--- src/rtl/nms_frame_ctrl.sv ---
// nms_frame_ctrl: frame sequencer for the non-maximum-suppression datapath.
// Forwards one frame of pixels into the NMS stage, follows the delayed result
// stream with its own coordinate counters and emits border-filtered keypoints.
// Optional build macro NMS_KP_CAP_EN: caps keypoints per frame at MAX_KP.
module nms_frame_ctrl #(
  parameter int WIDTH  = 640,
  parameter int HEIGHT = 480,
  parameter int BORDER = 3,
  parameter int MAX_KP = 1024
) (
  input  logic        i_clk,
  input  logic        i_rst,
  input  logic        i_start,
  input  logic        i_valid,
  input  logic [7:0]  i_score,
  input  logic        i_flag,
  output logic [7:0]  o_nms_score,
  output logic        o_nms_flag,
  input  logic [7:0]  i_nms_score,
  input  logic        i_nms_flag,
  output logic        o_kp_valid,
  output logic [11:0] o_kp_x,
  output logic [11:0] o_kp_y,
  output logic [7:0]  o_kp_score,
  output logic        o_busy,
  output logic        o_frame_done,
  output logic [15:0] o_kp_count,
  output logic        o_err
);

`ifdef NMS_KP_CAP_EN
  localparam bit CAP_EN = 1'b1;
`else
  localparam bit CAP_EN = 1'b0;
`endif

  localparam logic [12:0] LAT    = 13'(WIDTH + 5);
  localparam logic [11:0] XMAX   = 12'(WIDTH - 1);
  localparam logic [11:0] YMAX   = 12'(HEIGHT - 1);
  localparam logic [11:0] HROWS  = 12'(HEIGHT);
  localparam logic [11:0] B_LO   = 12'(BORDER);
  localparam logic [11:0] X_HI   = 12'(WIDTH - BORDER);
  localparam logic [11:0] Y_HI   = 12'(HEIGHT - BORDER);
  localparam logic [15:0] KP_CAP = 16'(MAX_KP);

  typedef enum logic [2:0] {IDLE, WAIT, RUN, FLUSH, DONE} state_t;

  state_t      state, state_n;
  logic [11:0] in_x, in_y, out_x, out_y;
  logic [12:0] lead, flush_cnt;
  logic        accept, fwd, abort, last_pix, live, kp_hit, cap_ok;

  // State register
  always_ff @(posedge i_clk) begin
    if (i_rst) state <= IDLE;
    else       state <= state_n;
  end

  // Next state, pixel forwarding and status outputs
  always_comb begin
    state_n      = state;
    accept       = 1'b0;
    fwd          = 1'b0;
    abort        = 1'b0;
    o_nms_score  = '0;
    o_nms_flag   = 1'b0;
    o_busy       = (state != IDLE);
    o_frame_done = 1'b0;
    last_pix     = (in_x == XMAX) && (in_y == YMAX);
    case (state)
      IDLE:  if (i_start) begin
               accept  = 1'b1;
               state_n = WAIT;
             end
      WAIT:  if (i_valid) begin
               fwd     = 1'b1;
               state_n = RUN;
             end
      RUN:   if (i_valid) begin
               fwd = 1'b1;
               if (last_pix) state_n = FLUSH;
             end else begin
               abort   = 1'b1;
               state_n = FLUSH;
             end
      FLUSH: if (flush_cnt == LAT - 13'd1) state_n = DONE;
      DONE:  begin
               o_frame_done = 1'b1;
               state_n      = IDLE;
             end
      default: state_n = IDLE;
    endcase
    if (fwd) begin
      o_nms_score = i_score;
      o_nms_flag  = i_flag;
    end
  end

  // Result-stream qualification: the output counters only run once the
  // datapath latency has elapsed since pixel 0, and stop after the last row.
  always_comb begin
    cap_ok = !CAP_EN || (o_kp_count < KP_CAP);
    live   = ((state == RUN) || (state == FLUSH)) && (lead == LAT) && (out_y != HROWS);
    kp_hit = live && i_nms_flag && !o_err && cap_ok &&
             (out_x >= B_LO) && (out_x < X_HI) &&
             (out_y >= B_LO) && (out_y < Y_HI);
  end

  // Coordinate counters, latency tracker, keypoint register and status flags
  always_ff @(posedge i_clk) begin
    if (i_rst) begin
      in_x <= '0; in_y <= '0; out_x <= '0; out_y <= '0;
      lead <= '0; flush_cnt <= '0;
      o_kp_valid <= 1'b0; o_kp_x <= '0; o_kp_y <= '0; o_kp_score <= '0;
      o_kp_count <= '0; o_err <= 1'b0;
    end else begin
      o_kp_valid <= kp_hit;
      if (kp_hit) begin
        o_kp_x     <= out_x;
        o_kp_y     <= out_y;
        o_kp_score <= i_nms_score;
        if (o_kp_count != 16'hFFFF) o_kp_count <= o_kp_count + 16'd1;
      end
      flush_cnt <= (state == FLUSH) ? flush_cnt + 13'd1 : '0;
      if (abort) o_err <= 1'b1;
      if (accept) begin
        in_x <= '0; in_y <= '0; out_x <= '0; out_y <= '0;
        lead <= '0; o_kp_count <= '0; o_err <= 1'b0;
      end else begin
        if (fwd && state == WAIT) lead <= 13'd1;
        else if (((state == RUN) || (state == FLUSH)) && lead != LAT) lead <= lead + 13'd1;
        if (fwd) begin
          if (in_x == XMAX) begin in_x <= '0; in_y <= in_y + 12'd1; end
          else in_x <= in_x + 12'd1;
        end
        if (live) begin
          if (out_x == XMAX) begin out_x <= '0; out_y <= out_y + 12'd1; end
          else out_x <= out_x + 12'd1;
        end
      end
    end
  end

endmodule

--- config.mk ---
export PLATFORM = sky130hd
export DESIGN_NAME = nms_frame_ctrl
export DESIGN_NICKNAME = d
export VERILOG_FILES = /design/src/rtl/nms_frame_ctrl.sv
export SDC_FILE = /design/constraint.sdc
export NUM_CORES = 1
export LEC_CHECK = 0
export CAP_MARGIN = 5
export CORE_MARGIN = 2
export CORE_UTILIZATION = 40
export DETAILED_ROUTE_END_ITERATION = 10
export PLACE_DENSITY = 0.66
export SETUP_SLACK_MARGIN = 0.1
export SKIP_LAST_GASP = 1
export SYNTH_ARGS = -nofsm -noshare
export SYNTH_HDL_FRONTEND = slang
export SYNTH_SLANG_ARGS = --single-unit
--- constraint.sdc ---
create_clock -name i_clk -period 2.6 [get_ports i_clk]
set_input_delay 0.26 -clock i_clk [delete_from_list [all_inputs] [get_ports i_clk]]
set_output_delay 0.26 -clock i_clk [all_outputs]
set_load 0.05 [all_outputs]
==> summary by stage, run 1 <==
Critical path
In this run the register-to-register setup slack is 0.33 ns. The cell with the largest stage delay on the worst path is sky130_fd_sc_hd__dfxtp_1. The critical path arrival is 2.63 ns. The signal on the critical path passes through inv_1 > ha_1 > nand4b_1 > a21oi_1 > nor3_1 > and3_2 > buf_12 > nor2_1 > and2_1. At the worst endpoint, the required time is 2.96 ns. The startpoint class of the critical path is a flop. The setup path with the least slack is of type reg2reg. The source of the critical timing path is out_y[0]. The highest fanout seen on the critical path is 28. The delay of the slowest critical-path stage is 0.41 ns. The origin of the critical flop-to-flop path is out_y[0]. The worst setup path is captured at a flop. The logic depth of the worst register-to-register path is 9. The worst reg2reg path endpoint is o_kp_x[10]. The critical path ends at o_kp_x[10].

Yosys
Yosys mapped the design onto 51 distinct sky130hd cell types. The netlist area before placement is 5780 um^2. Ranked by instance count, the synthesized netlist is headed by sky130_fd_sc_hd__dfxtp_1 (127), sky130_fd_sc_hd__nor2_1 (112), sky130_fd_sc_hd__xor2_1 (45).

The share of flip-flops with an asynchronous set or reset is 0%. The share of synthesized area in the top cell type comes to 44.0%. The leading area contributor after synthesis is sky130_fd_sc_hd__dfxtp_1.

The most frequently used flop master after synthesis is sky130_fd_sc_hd__dfxtp_1. The most common cell in the synthesized netlist is sky130_fd_sc_hd__dfxtp_1. The number of nets handed over by synthesis was 676. In this run, synthesis produced a sequential element count of 127.

The post-synthesis cell count is 642. The sequential cell area fraction in the yosys report is 44.0%. Yosys mapped a number of flops with a built-in enable equal to 0. Yosys printed 0 warnings. In this run the mean area of a mapped cell was 9.00 um^2.

Sorting the synthesized cells by area gives the leading types as sky130_fd_sc_hd__dfxtp_1 (44%), sky130_fd_sc_hd__nor2_1 (7.3%), sky130_fd_sc_hd__xor2_1 (6.8%), sky130_fd_sc_hd__mux2i_1 (5.2%), sky130_fd_sc_hd__xnor2_1 (3.2%).

Place
The cell area after placement is 6890 um^2. The congestion estimate from routability-driven global placement came to 0.804. In this run the tool buffered the top-level ports with 82 buffer cells. The placed wire-length estimate is 8890 um.

Global routing
The pin count of the biggest net entering global routing is 30. The number of global-route vias before repair came to 4511. The initial antenna violation count is 0. The met3 usage in global routing is 4.35%. The met1 routing resource usage after global routing is 19.8%. The met2 usage in global routing is 27.5%.

After global routing the overflow that remains totals 0. The most congested layer reported by global routing is met2. The first global-routing pass estimated 21200 um of wire. The aggregate global-route resource usage is 16.4%.

STA
Timing would allow up to 441 MHz. At the pin with the least slew margin, the transition time is 0.697 ns. The final number of hold-violating endpoints came to 0. Across all hold checks on the routed design, the worst slack comes to 0.461 ns. Of the available clock period, the critical path in the final layout requires 87.2%.

The number of max-slew violations in the final report is 0. The worst slew slack as a fraction of its limit is 53.5%. The setup clock skew after layout is 0.00566 ns. The final setup violation count is 0.

Setup repair after global routing left no endpoint under its margin. Counting I/O delays and the setup requirement, the final critical path takes 2.27 ns. Adding up every negative setup slack in the final design gives 0 ns.

CTS
TritonCTS built the clock tree. The register clock-pin slew on the reported worst setup and hold paths is 0.05 ns. For this design, the sink count on the clock tree is 127. The worst-skew pair later-pin latency is 0.42 ns. Post-CTS repair changed the size of 0 cells. Once the clock tree was built, the setup fixing pass inserted 0 buffers. In this run the number of H-tree levels came out at 4.

The number of buffers inserted during clock tree synthesis is 17. The cell at the root of the clock tree is sky130_fd_sc_hd__clkbuf_16. The clock passes through at most 2 buffers. The hold buffer count at CTS is 0.

Route
The initial DRC count is 187. The post-detailed-route via-to-cell ratio is 5.09. The total routed wirelength is 12400 um. The total via count in the routed design is 4700. The first detailed-routing pass took 4 iterations. The number of design rule violations left after detail routing is 0. After detailed routing, the average wire length per cell comes to 13.4 um. In this run the remaining antenna-violating nets after routing total 0.

Power
The analysis attributes to cell leakage a power of 0.00259 uW. The power density over cell area is 586 nW/um^2. The power after layout is 4360 uW.

The worst vdd rail ir drop is 421 uV.

Floorplan
The floorplan die width is 124 um. The initial core utilization is 41.3%. The die height is 124 um.

The count of standard-cell rows is 43. The area of the core is 14000 um^2. Pin placement for this block handled 83 I/O pins.

The floorplan step defined a die boundary enclosing 15400 um^2.

Flow run
Across the run, the number of max-cap violations was 0.

Cells and area
The area added between synthesis and finish is 28.9%. The antenna diode count is 0. The area of all placed cells without fillers is 7450 um^2. The layout cell share with drive strength beyond 1 is 9.54%. After filler insertion, the fill cell instance count of the layout stands at 1250.

The number of nets in the final layout is 765.

Min path
The min-delay analysis places its worst path in the category reg2reg.

Status
The run finished with clean final reports.
worst min-delay path by stage:
stage | from | cells after the start | end | slack, ns
final | o_kp_y[10] | 1 | o_kp_y[10] | 0.46
after global routing | i_nms_score[0] | 3 | o_kp_score[0] | 0.46
after CTS | i_nms_score[1] | 3 | o_kp_score[1] | 0.46
after detailed placement | o_kp_y[11] | 1 | o_kp_y[11] | 0.44
after global placement | o_kp_x[10] | 1 | o_kp_x[10] | 0.45
after floorplan | i_nms_score[7] | 2 | o_kp_score[7] | 0.41
through the flow:
| step | utilization (%) | setup WS [ns] | instances |
|---|---|---|---|
| after global placement | 49.3 | 0.244 | 892 |
| after CTS | 53.2 | 0.307 | 924 |
| after floorplan | - | 0.460 | 642 |
| after detailed placement | 49.3 | 0.180 | 892 |
| after global routing | 53.2 | 0.115 | 924 |
| final | 53.2 | 0.333 | 924 |
layout make-up:
| cell class | instances | area, um^2 | share of cell area, % |
|---|---|---|---|
| multi-input cells | 472 | 3040 | 40.9 |
| flip-flops and latches | 127 | 2540 | 34.1 |
| repair buffers | 94 | 1010 | 13.6 |
| clock buffers | 21 | 460 | 6.18 |
| well taps | 180 | 225 | 3.02 |
| clock inverters | 11 | 91.3 | 1.23 |
| inverters | 19 | 71.3 | 0.958 |
kinds of logic after synthesis:
group | count (synthesis) | synth area share, %
DFF | 127 | 44.0
adders and majority gates | 12 | 2.60
AOI/OAI and AO/OA | 48 | 4.70
and+or+nand+nor | 315 | 29.7
xor gates and xnor gates | 66 | 10.0
muxes | 31 | 5.59
buffers and inverters | 43 | 3.42
registers in the layout, summed over array words and instances, names as in the netlist:
name / flops
o_kp_count: 16
flush_cnt: 13
lead: 13
in_x: 12
in_y: 12
o_kp_x: 12
o_kp_y: 12
out_x: 12
out_y: 12
o_kp_score: 8
state: 3
o_err: 1
o_kp_valid: 1
cell usage in the layout, fill, tap and decap left out, types with 3 or more instances in the layout:
cell	synthesis	layout
sky130_fd_sc_hd__and4_1	3	3
sky130_fd_sc_hd__nor3_1	11	11
sky130_fd_sc_hd__clkinv_2	0	6
sky130_fd_sc_hd__and3_1	16	15
sky130_fd_sc_hd__clkinvlp_4	0	3
sky130_fd_sc_hd__nand4_1	17	17
sky130_fd_sc_hd__xor2_1	45	45
sky130_fd_sc_hd__buf_12	0	10
sky130_fd_sc_hd__nand3_1	36	36
sky130_fd_sc_hd__nor4_1	5	5
sky130_fd_sc_hd__and2_1	21	21
sky130_fd_sc_hd__a21oi_1	21	21
sky130_fd_sc_hd__or4_1	7	7
sky130_fd_sc_hd__nand2_1	39	39
sky130_fd_sc_hd__buf_4	2	11
sky130_fd_sc_hd__nor2_1	112	112
sky130_fd_sc_hd__dfxtp_1	127	127
sky130_fd_sc_hd__o21ai_0	18	18
sky130_fd_sc_hd__or3_1	18	18
sky130_fd_sc_hd__nor4_2	3	3
sky130_fd_sc_hd__nand2b_1	4	4
sky130_fd_sc_hd__clkbuf_16	0	17
sky130_fd_sc_hd__mux2i_1	30	30
sky130_fd_sc_hd__inv_1	19	19
sky130_fd_sc_hd__ha_1	12	12
sky130_fd_sc_hd__xnor2_1	21	21
sky130_fd_sc_hd__clkdlybuf4s50_1	0	73
routing by layer:
metal	share of wire, %	wire [um]
met1	46	5710
met2	48	5980
met3	3.9	483
met4	1.5	188
met5	0	0
report_power, final:
group	internal (uW)	switching, uW
registers	1950	8.26
clock network	1350	831
logic	94.7	124
total	3400	964
worst max-delay path, delay by kind of cell, from the launching register on:
family,cells,cell delay (ns)
AOI/OAI and AO/OA,1,0.36
adders and majority gates,1,0.20
DFF,1,0.41
buffers and inverters,2,0.29
and+or+nand+nor,5,0.92
(Power assumes the default switching activity.)
==> run 2, diff against run 1 <==
CELL_PAD_IN_SITES_DETAIL_PLACEMENT = 1   (was unset)
CELL_PAD_IN_SITES_GLOBAL_PLACEMENT = 1   (was unset)
PLACE_DENSITY = 0.74   (was 0.66)
==> run 2 against run 1 <==
Cell count grew 0.32%. Clock-buffer cell count is 1 higher. Global-route usage up 3.0 points. Routed wire length grew 18%. Sequential power is essentially flat. Design area is 1.2% higher. Worst hold slack got worse by 0.0034 ns. Clock skew up 0.0044 ns. Worst setup slack worse by 0.081 ns. Sequential share of layout area decreased by 0.40 points. Die area is the same.
==> summary by stage, run 2 (synthesized netlist as in run 1, its figures left out) <==
Place
The number of I/O port buffers is 82 (unchanged). The cell area after placement is 6900 um^2 (+0.15%). The placed wire-length estimate came to 10600 um (+20%). The global placement routability congestion came to 0.762 (-5.3%).

The pre-CTS setup slack was 0.181 ns (+0.00157 ns).

Critical path
The register-to-register setup slack is 0.25 ns (-0.08 ns). The required time reported for the critical path endpoint is 2.95 ns (about the same). The capturing instance or port of the critical path is o_kp_count[15].

The kind of critical path is reg2reg. The highest fanout seen on the critical path is 10 (-64%). The element type at the critical path end is a flop. The worst reg2reg path endpoint is o_kp_count[15]. The origin of the critical flop-to-flop path is out_y[0].

The worst setup path is launched from a flop. The critical path arrival is 2.70 ns (+0.07 ns). The cell with the largest stage delay on the worst path is sky130_fd_sc_hd__or4_1. The logic depth of the worst register-to-register path is 6 (-3). The signal on the critical path passes through ha_1 > nor3_2 > nor4_4 > nand4_2 > or4_1 > a21oi_1. In this run the worst setup path begins at out_y[0]. The delay of the slowest critical-path stage is 0.49 ns (+0.08 ns).

Cells and area
The largest registers in the layout are o_kp_count x16, flush_cnt x13, lead x13. The most common cell after layout, fill and taps aside is sky130_fd_sc_hd__dfxtp_1. The antenna diode count came to 0 (unchanged). The area added between synthesis and finish is 30.4%. The register with the most flip-flops in the final layout is o_kp_count. The area of all placed cells without fillers is 7530 um^2 (+1.2%). The number of nets in the final layout is 768 (+0.39%). The number of flip-flops in the largest register is 16 (unchanged). The top cell types in the final layout, fill and taps aside, are sky130_fd_sc_hd__dfxtp_1 (127), sky130_fd_sc_hd__nor2_1 (112), sky130_fd_sc_hd__clkdlybuf4s50_1 (73). The layout cell share with drive strength beyond 1 is 10.2% (+0.63 points).

Route
The mean routed wirelength per cell is 15.8 um (+18%). The detailed-route wire length on metal 1 is 6500 um (+14%). The met2 wire length was 7480 um (+25%). The uppermost layer routed is met4. The post-detailed-route via-to-cell ratio is 5.16 (+1.4%). The number of nets with antenna violations after detailed routing is 0 (unchanged). The total iterations of the first detailed-routing run is 4 (unchanged). The number of design rule violations left after detail routing came to 0 (unchanged). The total via count in the routed design came to 4779 (+1.7%). The initial DRC count is 235 (+26%). The total length of routed met3 wires is 436 um (-9.7%). The total routed wirelength came to 14600 um (+18%).

CTS
The post-cts resize count is 0 (unchanged). The register clock-pin slew on the reported worst setup and hold paths is 0.06 ns (about the same). The number of sinks on the clock net is 127 (unchanged). The worst-skew pair later-pin latency is 0.43 ns (about the same).

The cell sitting at the root of the clock tree is a sky130_fd_sc_hd__clkbuf_16. The H-tree depth reported by CTS is 4 (unchanged). The maximum clock insertion buffer count was 2 (unchanged). The hold buffer count at CTS is 0 (unchanged). TritonCTS built the clock tree. The number of buffers inserted during clock tree synthesis is 17 (unchanged).

The number of setup buffers added after CTS is 0 (unchanged).

Power
The power density over cell area is 622 nW/um^2 (+6.1%). The leakage power of the design was 0.00264 uW (+1.9%). The worst vdd rail ir drop is 430 uV (+2.0%).

Flow run
The count of maximum capacitance violations is 0 (unchanged).

Floorplan
The area of the core is 14000 um^2 (unchanged). The die height is 124 um (unchanged). The count of standard-cell rows is 43 (unchanged).

The number of I/O pins is 83 (unchanged). The floorplan die width came to 124 um (unchanged). The initial core utilization is 41.3% (unchanged). The full die area came to 15400 um^2 (unchanged).

STA
The setup clock skew after layout is 0.0101 ns (+0.00444 ns). The maximum frequency from static timing analysis is 426 MHz (-3.4%). The post-layout minimum cycle time is 2.35 ns (+0.0808 ns). The final number of hold-violating endpoints is 0 (unchanged). The transition at the pin with the smallest max-transition slack is 0.633 ns (-0.0634 ns). The worst slew slack as a fraction of its limit is 57.8% (+4.2 points).

The setup total negative slack is 0 ns (unchanged). The final setup violation count is 0 (unchanged). The post-route clock period utilization was 90.3% (+3.1 points). The worst path setup slack after routing is 0.252 ns (-0.0808 ns). Setup repair after global routing could not meet its margin everywhere. The number of max-slew violations in the final report is 0 (unchanged).

Global routing
The initial antenna violation count came to 0 (unchanged). The pin count of the biggest net entering global routing is 34 (+13%). The aggregate global-route resource usage is 19.5% (+3.0 points). The first-pass GRT wire length is 24700 um (+17%). The total grt overflow was 0 (unchanged). The number of global-route vias before repair was 5057 (+12%).

Status
The run finished with clean final reports.

Min path
The worst hold path class is in2reg. The startpoint identified for the worst hold timing path is i_nms_score[7].
## run 2: cell count changes in the layout (fill, tap and decap cells not counted), sizes merged
cell,delta
buf,+3
bufinv,+3
clkbuf,+1
clkinv,-1
clkinvlp,-3
## run 2: cell type report
cell class              instances  area, um^2
well taps                     180         225
flip-flops and latches        127        2540
inverters                      19        71.3
multi-input cells             472        3060
repair buffers                 97        1020
clock inverters                10         161
fillers                      1629        6450
clock buffers                  22         454
## run 2: metrics by stage
| stage | util, % | instances | total power (uW) | hold slack, ns |
|---|---|---|---|---|
| floorplan | - | 642 | 2120 | 0.407 |
| global placement | 49.3 | 895 | 2220 | 0.443 |
| detailed placement | 49.3 | 895 | 2230 | 0.449 |
| CTS | 53.7 | 927 | 4740 | 0.451 |
| global route | 53.9 | 927 | 4850 | 0.454 |
| finish | 53.9 | 927 | 4690 | 0.457 |
## run 2: power by group
| part | internal (uW) | total, uW | switching, uW |
|---|---|---|---|
| clock | 1630 | 2500 | 872 |
| sequential | 1950 | 1960 | 9.24 |
| combinational | 95.0 | 224 | 129 |
| total | 3680 | 4690 | 1010 |
## run 2: worst max-delay path: cells and delay by family (launching register included)
| family | cells | cell delay, ns |
|---|---|---|
| adders and majority gates | 1 | 0.35 |
| DFF | 1 | 0.43 |
| AOI/OAI and AO/OA | 1 | 0.15 |
| and+or+nand+nor | 4 | 1.35 |
## run 2: routing by layer
metal	track usage, %	up-vias
li1	-	2378
met1	22.6	2334
met2	34.6	56
met3	4.65	11
met4	7.34	0
met5	0	-
## run 2: how the worst min path moves through the flow
stage	slack [ns]	depth (start not counted)	to
final	0.46	3	o_kp_score[7]
after global routing	0.45	3	o_kp_score[1]
after detailed placement	0.45	1	o_kp_y[10]
after CTS	0.45	3	o_kp_score[1]
after floorplan	0.41	2	o_kp_score[7]
after global placement	0.44	1	o_kp_x[10]
==> run 3, diff against run 2 <==
clock period = 2.9 ns   (was 2.6 ns; I/O delays follow)
==> run 3 against run 2 <==
Worst setup slack better by 0.26 ns. Fmax is 1.9% lower. Highest routed layer unchanged. Via count is 0.71% lower. Global-route usage is 0.49 points higher. Register-to-register slack better by 0.26 ns. Worst hold slack better by 0.0062 ns. Combinational power is 11% lower. Power is 12% lower. Clock power is 14% lower. Critical endpoint unchanged. Die area stayed put. Sequential power is 10% lower.
==> summary by stage, run 3 (synthesized netlist as in run 1, its figures left out) <==
Status
The run finished with clean final reports.

Critical path
The most critical setup path has its startpoint at state[1]. The highest fanout seen on the critical path is 10 (unchanged). The origin of the critical flop-to-flop path is state[1].

By startpoint and endpoint, the worst setup path is classified as reg2reg. The startpoint class of the critical path is a flop. The critical path arrival came to 2.74 ns (+0.04 ns).

The worst setup path is captured at a flop. The required time reported for the critical path endpoint is 3.25 ns (+0.30 ns).

Cells and area
The most common cell after layout, fill and taps aside is sky130_fd_sc_hd__dfxtp_1. The area taken by flip-flops and latches is 2540 um^2 (unchanged). The number of nets in the final layout is 760 (-1.0%). The largest registers in the layout are o_kp_count x16, flush_cnt x13, lead x13. The antenna diode count is 0 (unchanged).

The final standard cell count with taps included and fillers excluded was 919 (-0.86%). The layout cell share with drive strength beyond 1 is 8.93% (-1.2 points). The layout filler cell count is 1597 (-2.0%).

Relative to the synthesized area, the layout overhead comes to 29.0%. The number of flip-flops in the largest register came to 16 (unchanged). In the layout the commonest cells are sky130_fd_sc_hd__dfxtp_1 (127), sky130_fd_sc_hd__nor2_1 (112), sky130_fd_sc_hd__clkdlybuf4s50_1 (73).

The total area of multi-input combinational cells came to 3040 um^2 (-0.53%). The utilization after layout is 53.3% (-0.55 points). The register with the most flip-flops in the final layout is o_kp_count. The area of all placed cells without fillers was 7460 um^2 (-1.0%).

Floorplan
The full die area is 15400 um^2 (unchanged). The floorplan die width came to 124 um (unchanged). The initial core utilization is 41.3% (unchanged). The area of the core was 14000 um^2 (unchanged). The number of I/O pins came to 83 (unchanged). The count of standard-cell rows is 43 (unchanged). The die height came to 124 um (unchanged).

Power
The worst vdd rail ir drop is 420 uV (-2.1%). The power density over cell area is 552 nW/um^2 (-11%). The leakage power of the design was 0.00259 uW (-2.2%).

Place
The global placement routability congestion is 0.839 (+10%). The cell area after placement is 6860 um^2 (-0.69%). The number of cells in the design after placement was 887 (-0.89%). The placed wire-length estimate was 10300 um (-3.3%). The number of I/O port buffers was 82 (unchanged).

STA
The final number of hold-violating endpoints was 0 (unchanged). The final hold slack is 0.464 ns (+0.00615 ns). The setup total negative slack is 0 ns (unchanged).

The post-layout minimum cycle time is 2.39 ns (+0.0444 ns). The setup clock skew after layout is 0.00725 ns (-0.00285 ns). The number of max-slew violations in the final report is 0 (unchanged). The transition at the pin with the smallest max-transition slack is 0.717 ns (+0.0841 ns). The maximum frequency from static timing analysis is 418 MHz (-1.9%). The post-route clock period utilization is 82.5% (-7.8 points). The final setup violation count is 0 (unchanged).

The worst slew slack as a fraction of its limit was 52.2% (-5.6 points). Setup repair after global routing left no endpoint under its margin.

Global routing
The initial antenna violation count was 0 (unchanged). The aggregate global-route resource usage is 20.0% (+0.49 points). The pin count of the biggest net entering global routing is 31 (-8.8%).

The number of global-route vias before repair was 5132 (+1.5%). The total grt overflow is 0 (unchanged). The first-pass GRT wire length was 25200 um (+1.7%).

Route
The total iterations of the first detailed-routing run was 4 (unchanged). The number of design rule violations left after detail routing is 0 (unchanged). The mean routed wirelength per cell is 16.0 um (+1.7%). The total routed wirelength is 14700 um (+0.87%).

The post-detailed-route via-to-cell ratio came to 5.16 (+0.15%). The total via count in the routed design came to 4745 (-0.71%). The number of nets with antenna violations after detailed routing was 0 (unchanged). The initial DRC count came to 272 (+16%).

Min path
In this run the most critical hold path is launched from o_kp_y[9]. The tightest min-delay check is of the reg2reg type.

CTS
The H-tree depth reported by CTS came to 4 (unchanged). The number of sinks on the clock net is 127 (unchanged). The hold buffer count at CTS came to 0 (unchanged). The number of setup buffers added after CTS is 0 (unchanged). The worst-skew pair later-pin latency is 0.42 ns (about the same).

The maximum clock insertion buffer count is 2 (unchanged). The number of buffers inserted during clock tree synthesis is 17 (unchanged). The tree is rooted in a sky130_fd_sc_hd__clkbuf_16. The register clock-pin slew on the reported worst setup and hold paths is 0.06 ns (about the same). The TritonCTS clock tree is done. The post-cts resize count is 0 (unchanged).

Flow run
The count of maximum capacitance violations is 0 (unchanged).
[run 3: changes by cell type in the layout (fill, tap and decap cells not counted), sizes merged]
cell and change:
clkbuf -1, buf -8, inv +2, clkinvlp +3, bufinv -2, clkinv -2
[run 3: final cells by class]
type | count | share of cell area [%]
timing repair buffer | 89 | 13.1
sequential | 127 | 34.1
tap | 180 | 3.02
clock inverter | 11 | 1.76
clock buffer | 21 | 6.31
inverter | 19 | 0.956
multi-input combinational | 472 | 40.8
[run 3: worst max-delay path: stages (launching register included)]
cell	delay, ns
sky130_fd_sc_hd__dfxtp_1	0.49
sky130_fd_sc_hd__nor2b_1	0.39
sky130_fd_sc_hd__nand4_4	0.20
sky130_fd_sc_hd__nor3_1	0.34
sky130_fd_sc_hd__nand4_2	0.28
sky130_fd_sc_hd__or4_1	0.46
sky130_fd_sc_hd__a21oi_1	0.16
[run 3: metal layers]
layer  vias up  wire length, um  global-route usage [%]
met5         -                0                       0
met4         0              180                    6.28
met3        16              540                    5.85
met2        61             7280                    34.3
met1      2299             6740                    24.0
li1       2369                -                       -
[run 3: path summary, 6_finish.rpt]
kind                            slack (ns)        endpoint  depth (start not counted)
worst min register to register        0.46       o_kp_y[9]                          1
worst min-delay path                  0.46       o_kp_y[9]                          1
worst max register to register        0.51  o_kp_count[15]                          6
worst max-delay path                  0.51  o_kp_count[15]                          6
[run 3: through the flow]
step           worst slack [ns]  power [uW]
2_1_floorplan             0.760        1900
4_1_cts                   0.486        4170
6_report                  0.508        4110
3_3_place_gp              0.515        1990
5_1_grt                   0.266        4250
3_5_place_dp              0.401        2000
[run 3: power breakdown]
group          switching (uW)  leakage (uW)  internal, uW  total (uW)
registers                8.64       0.00102          1750        1760
logic                     117       0.00128          83.6         200
clock network             815      0.000286          1340        2150
total                     940       0.00259          3170        4110
